$ cat config.mk
export PLATFORM = sky130hd
export DESIGN_NAME = debug_dump_uart_flat
export DESIGN_NICKNAME = d
export VERILOG_FILES = /design/src/rtl/debug_dump_uart_if.sv /design/src/rtl/debug_dump_uart.sv /design/src/flat_wrapper.sv
export SDC_FILE = /design/constraint.sdc
export NUM_CORES = 1
export LEC_CHECK = 0
export ABC_AREA = 1
export CORE_UTILIZATION = 55
export CTS_BUF_LIST = sky130_fd_sc_hd__clkbuf_8
export DETAILED_ROUTE_END_ITERATION = 12
export PLACE_DENSITY_LB_ADDON = 0.08
export RECOVER_POWER = 100
export SKIP_LAST_GASP = 1
export SLEW_MARGIN = 20
export SYNTH_ARGS = -nofsm -noshare
export SYNTH_HDL_FRONTEND = slang
export SYNTH_SLANG_ARGS = --single-unit
export TNS_END_PERCENT = 20
$ cat constraint.sdc
create_clock -name clk -period 2 [get_ports clk]
set_input_delay 0.3 -clock clk [delete_from_list [all_inputs] [get_ports clk]]
set_output_delay 0.3 -clock clk [all_outputs]
set_load 0.03 [all_outputs]
$ cat src/rtl/debug_dump_uart_if.sv
// rtl/debug_dump_uart_if.sv - debug port bundle between the dump engine and the processor
interface debug_dump_uart_if;
  logic [3:0]  debug_reg_select;
  logic [31:0] debug_reg_out;
  logic [3:0]  fsm_state;
  logic [31:0] fetch_pc;

  modport master (output debug_reg_select, input debug_reg_out, input fsm_state, input fetch_pc);
  modport slave  (input debug_reg_select, output debug_reg_out, output fsm_state, output fetch_pc);
endinterface

$ cat src/rtl/debug_dump_uart.sv
// rtl/debug_dump_uart.sv - captures PC and registers through the debug port and streams an 8N1 frame
module debug_dump_uart #(
  parameter int         CLKS_PER_BIT = 868,
  parameter int         NUM_REGS     = 16,
  parameter logic [3:0] FETCH_STATE  = 4'd0,
  parameter logic [7:0] SYNC_BYTE    = 8'hA5
) (
  input  logic               clk,
  input  logic               reset,
  input  logic               dump_req,
  debug_dump_uart_if.master  dbg,
  output logic               uart_tx,
  output logic               busy,
  output logic               frame_done
);
  localparam int            CW        = (CLKS_PER_BIT > 2) ? $clog2(CLKS_PER_BIT) : 1;
  localparam logic [CW-1:0] LAST_CLK  = CW'(CLKS_PER_BIT - 1);
  localparam logic [4:0]    LAST_WORD = 5'(NUM_REGS);

  localparam logic [2:0] S_IDLE       = 3'd0;
  localparam logic [2:0] S_WAIT_FETCH = 3'd1;
  localparam logic [2:0] S_SEND       = 3'd2;
  localparam logic [2:0] S_SELECT     = 3'd3;
  localparam logic [2:0] S_SAMPLE     = 3'd4;

  logic [2:0]    state;
  logic [CW-1:0] clk_cnt;
  logic [3:0]    bit_cnt;
  logic [1:0]    byte_idx;
  logic [4:0]    word_idx;
  logic          in_sync;
  logic [7:0]    tx_byte;
  logic [31:0]   word_q;
  logic [3:0]    reg_select;
  logic          bit_end;

  assign bit_end              = (clk_cnt == LAST_CLK);
  assign busy                 = (state != S_IDLE);
  assign dbg.debug_reg_select = reg_select;

  // bit_cnt 0 is the start bit, 1..8 data (tx_byte shifts right), 9 the stop bit
  always_comb begin
    uart_tx = 1'b1;
    if (state == S_SEND) begin
      if (bit_cnt == 4'd0)
        uart_tx = 1'b0;
      else if (bit_cnt != 4'd9)
        uart_tx = tx_byte[0];
    end
  end

  always_ff @(posedge clk) begin
    if (!reset) begin
      state      <= S_IDLE;
      clk_cnt    <= '0;
      bit_cnt    <= 4'd0;
      byte_idx   <= 2'd0;
      word_idx   <= 5'd0;
      in_sync    <= 1'b0;
      tx_byte    <= 8'h00;
      word_q     <= 32'h0;
      reg_select <= 4'd0;
      frame_done <= 1'b0;
    end else begin
      frame_done <= 1'b0;
      case (state)
        S_IDLE: begin
          if (dump_req) begin
            state      <= S_WAIT_FETCH;
            reg_select <= 4'd0;
          end
        end
        S_WAIT_FETCH: begin
          if (dbg.fsm_state == FETCH_STATE) begin
            word_q   <= dbg.fetch_pc;
            tx_byte  <= SYNC_BYTE;
            in_sync  <= 1'b1;
            byte_idx <= 2'd0;
            word_idx <= 5'd0;
            clk_cnt  <= '0;
            bit_cnt  <= 4'd0;
            state    <= S_SEND;
          end
        end
        S_SEND: begin
          if (!bit_end) begin
            clk_cnt <= clk_cnt + CW'(1);
          end else begin
            clk_cnt <= '0;
            if (bit_cnt != 4'd9) begin
              bit_cnt <= bit_cnt + 4'd1;
              if (bit_cnt != 4'd0)
                tx_byte <= {1'b0, tx_byte[7:1]};
            end else begin
              bit_cnt <= 4'd0;
              // the PC word follows the sync byte with no idle gap
              if (in_sync) begin
                in_sync <= 1'b0;
                tx_byte <= word_q[7:0];
              end else if (byte_idx != 2'd3) begin
                byte_idx <= byte_idx + 2'd1;
                tx_byte  <= word_q[15:8];
                word_q   <= {8'h00, word_q[31:8]};
              end else if (word_idx != LAST_WORD) begin
                reg_select <= word_idx[3:0];
                word_idx   <= word_idx + 5'd1;
                state      <= S_SELECT;
              end else begin
                frame_done <= 1'b1;
                state      <= S_IDLE;
              end
            end
          end
        end
        S_SELECT: state <= S_SAMPLE;
        S_SAMPLE: begin
          word_q   <= dbg.debug_reg_out;
          tx_byte  <= dbg.debug_reg_out[7:0];
          byte_idx <= 2'd0;
          state    <= S_SEND;
        end
        default: state <= S_IDLE;
      endcase
    end
  end
endmodule
$ cat src/flat_wrapper.sv
// flat-port wrapper written by rule: the top's interface ports become plain ports
module debug_dump_uart_flat 
#(
  parameter int         CLKS_PER_BIT = 868,
  parameter int         NUM_REGS     = 16,
  parameter logic [3:0] FETCH_STATE  = 4'd0,
  parameter logic [7:0] SYNC_BYTE    = 8'hA5
)
  (clk, reset, dump_req, uart_tx, busy, frame_done, dbg_debug_reg_select, dbg_debug_reg_out, dbg_fsm_state, dbg_fetch_pc);
  debug_dump_uart_if dbg_i ();
  input  logic clk;
  input  logic reset;
  input  logic dump_req;
  output logic uart_tx;
  output logic busy;
  output logic frame_done;
  output wire logic [$bits(dbg_i.debug_reg_select)-1:0] dbg_debug_reg_select;
  input wire logic [$bits(dbg_i.debug_reg_out)-1:0] dbg_debug_reg_out;
  input wire logic [$bits(dbg_i.fsm_state)-1:0] dbg_fsm_state;
  input wire logic [$bits(dbg_i.fetch_pc)-1:0] dbg_fetch_pc;
  assign dbg_debug_reg_select = dbg_i.debug_reg_select;
  assign dbg_i.debug_reg_out = dbg_debug_reg_out;
  assign dbg_i.fsm_state = dbg_fsm_state;
  assign dbg_i.fetch_pc = dbg_fetch_pc;
  debug_dump_uart #(.CLKS_PER_BIT(CLKS_PER_BIT), .NUM_REGS(NUM_REGS), .FETCH_STATE(FETCH_STATE), .SYNC_BYTE(SYNC_BYTE)) u_core (.clk(clk), .reset(reset), .dump_req(dump_req), .dbg(dbg_i), .uart_tx(uart_tx), .busy(busy), .frame_done(frame_done));
endmodule
**Word-level counts from Yosys, hierarchy flattened**

Index checks and enable logic that the tools add are counted.

- Flip-flop bits (word level): 70
- Input port bits: 71
- Output and inout port bits: 7
- Word-level logic and storage cells: 108

- Add/sub/neg operators: 4
- Equal/unequal tests: 18
- Muxes and demuxes: 56
- Bitwise gates (word level): 3
- Reduce and logical (&&, ||, !) cells: 17

Operators with widths:

| operator | number |
|---|---|
| two-way mux 32 bit | 5 |
| case mux 32 bit (3 select lines) | 1 |
| two-way mux 8 bit | 6 |
| two-way mux 4 bit | 9 |
| two-way mux 5 bit | 6 |
| case mux 8 bit (3 select lines) | 1 |
| two-way mux 10 bit | 2 |
| case mux 10 bit (2 select lines) | 1 |
| two-way mux 3 bit | 6 |
| case mux 4 bit (2 select lines) | 2 |
| case mux 3 bit (5 select lines) | 1 |
| inequality test 2 bit (second input constant) | 7 |
| AND reduction 7 bit | 2 |
| two-way mux 2 bit | 6 |
| AND reduction 6 bit | 2 |
| adder 10 x 1 -> 10 bit (second input constant) | 1 |
| == test 10 bit (second input constant) | 1 |
| case mux 5 bit (2 select lines) | 1 |
| logical NOT 4 bit | 2 |
| two-way mux 1 bit | 7 |
| == test 3 x 2 -> 1 bit (second input constant) | 2 |
| case mux 2 bit (3 select lines) | 1 |
| nonzero test 3 bit | 2 |
| OR reduction 6 bit | 1 |
| other kinds (19) | 23 |

**Logic depth before layout (Yosys ltp)**

Gate-level depths: netlist of run 1.

- Depth after elaboration: 7
- Mapped depth: 11
- Mapped depth without buffers: 11

**Worst setup path before layout of run 1**

OpenSTA, ideal clock, no wires.

- Kind: flip-flop to flip-flop
- Start point: register u_core.clk_cnt[0]
- End point: register u_core.word_q[10]
- Library setup time: 113 ps
- Arrival time: 1512 ps
- Slack: 376 ps
- Stages on the path, launching flop included: 10
- Path buffers: 1
- Cell sequence: dfxtp_1 > ha_1 > nand3_1 > inv_1 > nand3_1 > o21bai_2 > clkbuf_1 > nand3_1 > nand2_1 > nor2_1

- Word-level cells in the longest chain between the ends: 3

RTL lines:

| what | RTL line | source |
|---|---|---|
| start: declaration | debug_dump_uart.sv:27 | `logic [CW-1:0] clk_cnt;` |
| start signal: assignment | debug_dump_uart.sv:87 | `clk_cnt <= clk_cnt + CW'(1);` |
| == test 10 bit | debug_dump_uart.sv:37 | `assign bit_end = (clk_cnt == LAST_CLK);` |
| inequality test 2 x 1 -> 1 bit (no source line) | n/a |  |
| AND reduction 6 bit (no source line) | n/a |  |
| end signal: assignment | debug_dump_uart.sv:75 | `word_q <= dbg.fetch_pc;` |
| end signal: assignment | debug_dump_uart.sv:103 | `word_q <= {8'h00, word_q[31:8]};` |
| end signal: assignment | debug_dump_uart.sv:117 | `word_q <= dbg.debug_reg_out;` |
| end: declaration | debug_dump_uart.sv:33 | `logic [31:0] word_q;` |

No other way between the ends.
A chain may end at the register's enable or synchronous reset.

**Worst setup path after layout of run 1**

- Start point: register u_core.state[0]
- End point: register u_core.word_q[18]

- Word-level cells in the longest chain between the ends: 3
- Elaborated cells between the ends (all ways): 11

RTL lines:

| what | RTL line | source |
|---|---|---|
| start: declaration | debug_dump_uart.sv:26 | `logic [2:0] state;` |
| start signal: assignment | debug_dump_uart.sv:54 | `state <= S_IDLE;` |
| start signal: assignment | debug_dump_uart.sv:69 | `state <= S_WAIT_FETCH;` |
| start signal: assignment | debug_dump_uart.sv:82 | `state <= S_SEND;` |
| == test 3 x 2 -> 1 bit, or another cell as far along | debug_dump_uart.sv:66 | `case (state)` |
| inequality test 2 bit (no source line), or another cell as far along | n/a |  |
| AND reduction 6 bit (no source line) | n/a |  |

Parallel ways exist; a longest one is shown, timed or not.

==> impl_metrics.csv, run 1 <==
group,metric,value,unit
setup_path,cp_slowest_cell,"nor2_2",
power_and_ir_drop,power,6.98,mW
setup_path,worst-r2r-setup-slack,0.007,ns
sta,rsz0062_at_grt,"true",
sta,fin_tns_setup,0,ns
finish,antenna_cells,0,
sta,clock_skew,0.00952,ns
finish,nets,933,
setup_path,crit_fanout,17,
finish,seqCellArea,1400,µm²
yosys,yosysTopAreaCell,"dfxtp_1",
power_and_ir_drop,cellPowerDensity,1250,nW/µm²
setup_path,regToRegStartpoint,"u_core.state[0]",
floorplanning,io_pins,78,
finish,multi_input_area,2620,µm²
global_routing,grt_pass1_wl,19400,µm
yosys,synth_top_family_by_area,"simple AND/OR/NAND/NOR gates",
floorplanning,dieHeight,92.3,µm
power_and_ir_drop,ir_worst_vdd,0.620,mV
yosys,synth_top_area_share,31.2,%
global_routing,antenna_found_initial,0,
yosys,synth_cell_types,29,
min_path,timing.hold.worst.start,"reset",
sta,finalMaxSlewViolations,0,
sta,relSlewSlack,46.0,%
yosys,syn_area,4490,µm²
yosys,syn_inst,777,
min_path,hold_path.class,"primary input to register",
cts,cts_tree,"yes",
yosys,yosys.area_share.simple,51.4,%
detailed_routing,drt-vias-per-instance,5.08,
outcome,status,"finished clean",
setup_path,reg2regPathDepth,8,
setup_path,cp-end-kind,"register",
cts,h-tree-depth,3,
setup_path,cp_cell_sequence,"nor2_1 -> nand2_2 -> nand2_2 -> nor2_4 -> nor2_2 -> nand3_1 -> nand2_1 -> nor2_1",
finish,utilization,71.7,%
yosys,synth_adder_area_share,1.95,%
sta,max_freq,502,MHz
setup_path,critPathRequiredTime,2.25,ns
finish,area_delta_synth_final,24.8,%
floorplanning,start_util,57.5,%
detailed_routing,routed_wirelength,11500,µm
cts,clock-sinks,70,
yosys,syn-num-nets,855,
yosys,ys_ff_latch,70,
cts,cts_hold_buffers,0,
yosys,synth_compound_area_share,4.85,%
global_routing,grt.overflow.total,0,
yosys,ys_seq_area_share,31.2,%
cts,clock_path_buffers,2,
place,globalplace.congestion,0.875,
cts,cts_setup_buffers,0,
floorplanning,die-area,8530,µm²
yosys,yosysWarnings,0,
sta,worst_slew_pin_slew,0.809,ns
setup_path,critPathLaunchType,"register",
sta,setup_violations,0,
floorplanning,coreArea,7810,µm²
detailed_routing,first_pass_iters,5,
global_routing,grt_pass1_vias,4513,
global_routing,grt.total_usage,27.8,%
sta,hold_viol,0,
detailed_routing,drtIter0Drc,310,
setup_path,worst-endpoint-arrival,2.24,ns
floorplanning,die_w,92.3,µm
setup_path,reg2reg_to,"u_core.word_q[18]",
detailed_routing,wire_per_inst,11.9,µm
yosys,yosys-top-cells-area,"dfxtp_1 31%, nand2_1 19%, nor2_1 17%",
global_routing,grt_max_degree,44,
cts,numCtsBuffers,9,
min_path,whs_endpoint,"u_core.dbg.debug_reg_select[3]",
setup_path,cp_slowest_stage_delay,0.64,ns
detailed_routing,vias,4890,
cts,clk_latency,0.35,ns
floorplanning,rows,32,
yosys,yosys-mux-area-fraction,0,%
cts,clockRootBuffer,"clkbuf_8",
run,max-cap-violations,0,
sta,post-route-period-util,99.6,%
place,hpwl,8070,µm
min_path,hold_depth,3,
power_and_ir_drop,p_leak,2.72,nW
yosys,synth_area_per_cell,5.78,µm²
cts,clk_pin_slew,0.07,ns
yosys,synthXorXnorAreaFrac,0,%
finish,fill_cells,699,
detailed_routing,route.detailed.drc,0,
setup_path,path_class,"register to register",
place,port_buffers,77,
detailed_routing,final_antenna_net_count,0,
sta,period_minus_slack,1.99,ns
finish,layout-drive-gt1-share,8.14,%
[through the flow]
stage	area (µm²)	hold slack (ns)	setup WS [ns]	std cells
2_1_floorplan	4490	0.454	0.376	777
3_3_place_gp	5430	0.463	-0.0865	945
3_5_place_dp	5430	0.471	-0.125	945
4_1_cts	5620	0.313	-0.0581	961
5_1_grt	5600	0.336	-0.119	962
6_report	5600	0.318	0.00702	962
[per-layer routing]
| layer | global-route usage [%] | routed length [µm] |
|---|---|---|
| met1 | 35.2 | 5250 |
| met2 | 47.3 | 5350 |
| met3 | 6.24 | 709 |
| met4 | 7.81 | 150 |
| met5 | 0 | 0 |
[area by class of cell]
cell class | instances | area share (%)
multi-input cells | 598 | 46.7
flip-flops and latches | 70 | 25.0
repair buffers | 100 | 17.4
inverters | 76 | 5.09
clock buffers | 11 | 2.70
well taps | 102 | 2.28
clock inverters | 5 | 0.871
[sequential cells by signal (all words and copies together), names as in the netlist]
register                     cells
u_core.word_q                   32
u_core.clk_cnt                  10
u_core.tx_byte                   8
u_core.word_idx                  5
u_core.bit_cnt                   4
u_core.dbg.debug_reg_select      4
u_core.state                     3
u_core.byte_idx                  2
u_core.frame_done                1
u_core.in_sync                   1
[placed cells by master (no fill, tap or decap), types with 11 or more instances in the layout]
cell,synthesis,layout
nand2_1,231,232
nor2_1,201,202
nand3_1,78,78
inv_1,71,72
dfxtp_1,70,70
clkdlybuf4s50_1,0,69
a21oi_1,21,21
buf_4,1,16
o21ai_0,13,13
clkbuf_8,0,11
[power breakdown]
group          leakage [nW]  switching [mW]  internal, mW  total (mW)
logic                  2.04            2.14          1.36        3.51
clock network         0.110           0.531         0.633        1.16
registers             0.573           0.374          1.94        2.31
total                  2.72            3.05          3.93        6.98
[how the worst max path moves through the flow]
stage	slack (ns)	to	start	cells after the start
detailed placement	-0.13	u_core.word_q[19]	dbg_fsm_state[3]	9
finish	0.007	u_core.word_q[18]	u_core.state[0]	8
global placement	-0.09	u_core.word_q[19]	dbg_fsm_state[3]	9
floorplan	0.38	u_core.word_q[10]	u_core.clk_cnt[0]	9
global route	-0.12	u_core.word_q[18]	u_core.state[0]	8
CTS	-0.06	uart_tx	u_core.bit_cnt[0]	6
[worst max-delay path, delay by kind of cell (launching register included)]
family / cells / cell delay [ns]
DFF: 1 / 0.40
and+or+nand+nor: 8 / 1.50
[what timing repair did]
action | in CTS | in global routing
gates cloned | 0 | 1
endpoints found under the setup margin | 2 | 47
gates resized for setup | 2 | 5
pin swaps | 0 | 1
[cells in the mapped netlist (all sizes together)]
| cell type | n |
|---|---|
| a21oi | 21 |
| and2 | 1 |
| buf | 26 |
| clkbuf | 8 |
| clkinv | 1 |
| dfxtp | 70 |
| ha | 7 |
| inv | 75 |
| nand2 | 241 |
| nand3 | 81 |
| nand3b | 1 |
| nand4 | 9 |
| nor2 | 212 |
| nor3 | 2 |
| o211ai | 2 |
| o21ai | 13 |
| o21bai | 3 |
| o22ai | 1 |
| or2 | 3 |
[cells by family (layout without fill, tap and decap cells)]
kind of cell	count (synthesis)	after routing
AOI/OAI and AO/OA	40	40
buffers and inverters	110	192
and+or+nand+nor	550	551
adders and majority gates	7	7
DFF	70	70
(Power assumes the default switching activity.)
==> run 2, diff against run 1 <==
CORE_UTILIZATION = 30   (was 55)
==> run 2 against run 1 <==
- flip-flop and latch count stayed put
- global-route usage is 11 points lower
- core utilization is 32 points lower
- combinational power is 4% higher
- maximum frequency is 6.0% higher
- hold slack worse by 0.081 ns
- non-clock buffer count is 3 higher
- clock-buffer cell count stayed put
- largest cell class unchanged
- total power is 2.2% higher
- setup slack better by 0.11 ns
- critical path depth is 1 lower
==> impl_metrics.csv, run 2 (synthesis gave the netlist of run 1 again) <==
group,metric,value,unit
finish,layout-drive-gt1-share,8.70,%
sta,period_minus_slack,1.88,ns
finish,largest_reg_flops,32,
floorplanning,io_pins,78,
global_routing,grt_pass1_vias,4491,
finish,fin_cells,1046,
cts,clockRootBuffer,"clkbuf_8",
global_routing,antenna_found_initial,0,
sta,layout_setup_ws,0.119,ns
place,port_buffers,77,
setup_path,crit_fanout,8,
global_routing,busiest_layer,"met2",
setup_path,path_class,"register to primary output",
cts,cts_hold_buffers,0,
cts,cts_tree,"yes",
sta,hold_viol,0,
detailed_routing,drtIter0Drc,318,
floorplanning,rows,44,
finish,layout_commonest_cell,"nand2_1",
place,placed_cells,1026,
place,globalplace.congestion,0.826,
finish,area_delta_synth_final,28.6,%
global_routing,use_met2,28.0,%
setup_path,reg2reg_to,"u_core.clk_cnt[8]",
floorplanning,die-area,15500,µm²
sta,clock_skew,0.00765,ns
power_and_ir_drop,cellPowerDensity,1240,nW/µm²
detailed_routing,first_pass_iters,4,
cts,clk_pin_slew,0.07,ns
global_routing,grt.total_usage,17.1,%
min_path,hold_path.class,"primary input to register",
run,max-cap-violations,0,
floorplanning,die_w,124,µm
sta,relSlewSlack,60.4,%
cts,numCtsBuffers,9,
cts,clock-sinks,70,
setup_path,reg2regPathDepth,10,
setup_path,cp-end-kind,"primary output",
cts,h-tree-depth,3,
global_routing,grt_use_met3,2.41,%
setup_path,critPathLaunchType,"register",
finish,largestRegisters,"u_core.word_q (32), u_core.clk_cnt (10), u_core.tx_byte (8)",
detailed_routing,vias,4806,
power_and_ir_drop,p_leak,2.75,nW
setup_path,startpoint,"u_core.state[2]",
detailed_routing,drt-vias-per-instance,4.59,
setup_path,regToRegStartpoint,"u_core.state[2]",
sta,fin_tns_setup,0,ns
detailed_routing,route.detailed.drc,0,
floorplanning,dieHeight,124,µm
place,pre_cts_slack,0.159,ns
sta,finalMaxSlewViolations,0,
global_routing,grt_max_degree,53,
sta,max_freq,532,MHz
power_and_ir_drop,ir_worst_vdd,0.503,mV
detailed_routing,final_antenna_net_count,0,
setup_path,critPathCapture,"uart_tx",
global_routing,grt_pass1_wl,21400,µm
setup_path,critPathRequiredTime,1.70,ns
place,hpwl,9150,µm
finish,antenna_cells,0,
finish,nets,935,
finish,final_cell_mix,"230 x nand2_1, 201 x nor2_1, 78 x nand3_1",
finish,top_register,"u_core.word_q",
sta,rsz0062_at_grt,"false",
detailed_routing,wire_per_inst,12.2,µm
floorplanning,start_util,30.8,%
setup_path,worst-r2r-setup-slack,0.14,ns
setup_path,worst-endpoint-arrival,1.58,ns
sta,post-route-period-util,94.0,%
sta,worst_slew_pin_slew,0.595,ns
outcome,status,"finished clean",
sta,setup_violations,0,
finish,fill_cells,1653,
global_routing,grt_use_met1,22.5,%
global_routing,grt.overflow.total,0,
detailed_routing,routed_wirelength,12700,µm
cts,clk_latency,0.36,ns
cts,clock_path_buffers,2,
floorplanning,coreArea,14600,µm²
run 2: cell count changes in the layout (fill, tap and decap cells not counted), sizes merged:
cell,delta
buf,+6
clkbuf,-3
nor2,-1
run 2: final cells by class:
cell class	instances	area (µm²)	share of cell area, %
flip-flops and latches	70	1400	24.3
well taps	184	230	3.99
multi-input cells	597	2630	45.5
clock inverters	5	48.8	0.845
inverters	76	285	4.94
repair buffers	103	1030	17.8
clock buffers	11	151	2.62
run 2: critical path, stage by stage (launching register included):
cell and delay, ns:
dfxtp_1 0.35, inv_1 0.13, nand2_2 0.08, nor2_4 0.24
nand2_4 0.09, nor2_1 0.09, nor2_1 0.07, buf_4 0.17
run 2: timing repair:
| item | CTS | global route |
|---|---|---|
| gates resized for setup | 1 | 7 |
| pin swaps | 0 | 3 |
| endpoints found under the setup margin | 2 | 1 |
| setup buffers | 0 | 4 |
run 2: layer usage:
layer	wire length [µm]	share of wire, %	vias up
met3	493	3.9	13
met4	181	1.4	0
met2	5780	45	91
li1	-	-	2550
met1	6260	49	2152
met5	0	0	-
run 2: where the power goes:
part           total [mW]  switching [mW]  internal (mW)
clock                1.20           0.563          0.633
sequential           2.30           0.362           1.94
combinational        3.64            2.16           1.48
total                7.14            3.08           4.05
run 2: worst min path at each step:
stage                                               from                             end  slack, ns  cells past startpoint
final                                              reset               u_core.clk_cnt[8]       0.24                      3
after global placement                  u_core.word_q[0]                u_core.word_q[0]       0.46                      2
after global routing                               reset               u_core.clk_cnt[8]       0.24                      3
after floorplan                         u_core.word_q[2]                u_core.word_q[2]       0.45                      2
after CTS                                          reset               u_core.clk_cnt[8]       0.22                      3
after detailed placement  u_core.dbg.debug_reg_select[3]  u_core.dbg.debug_reg_select[3]       0.47                      2
run 2: stage by stage:
step	util, %	hold WS (ns)	power, mW	instance area (µm²)
floorplan	-	0.454	4.88	4490
global placement	37.9	0.464	5.92	5530
detailed placement	37.9	0.469	5.98	5530
CTS	39.3	0.216	7.19	5730
global route	39.6	0.241	7.85	5770
finish	39.6	0.237	7.14	5770
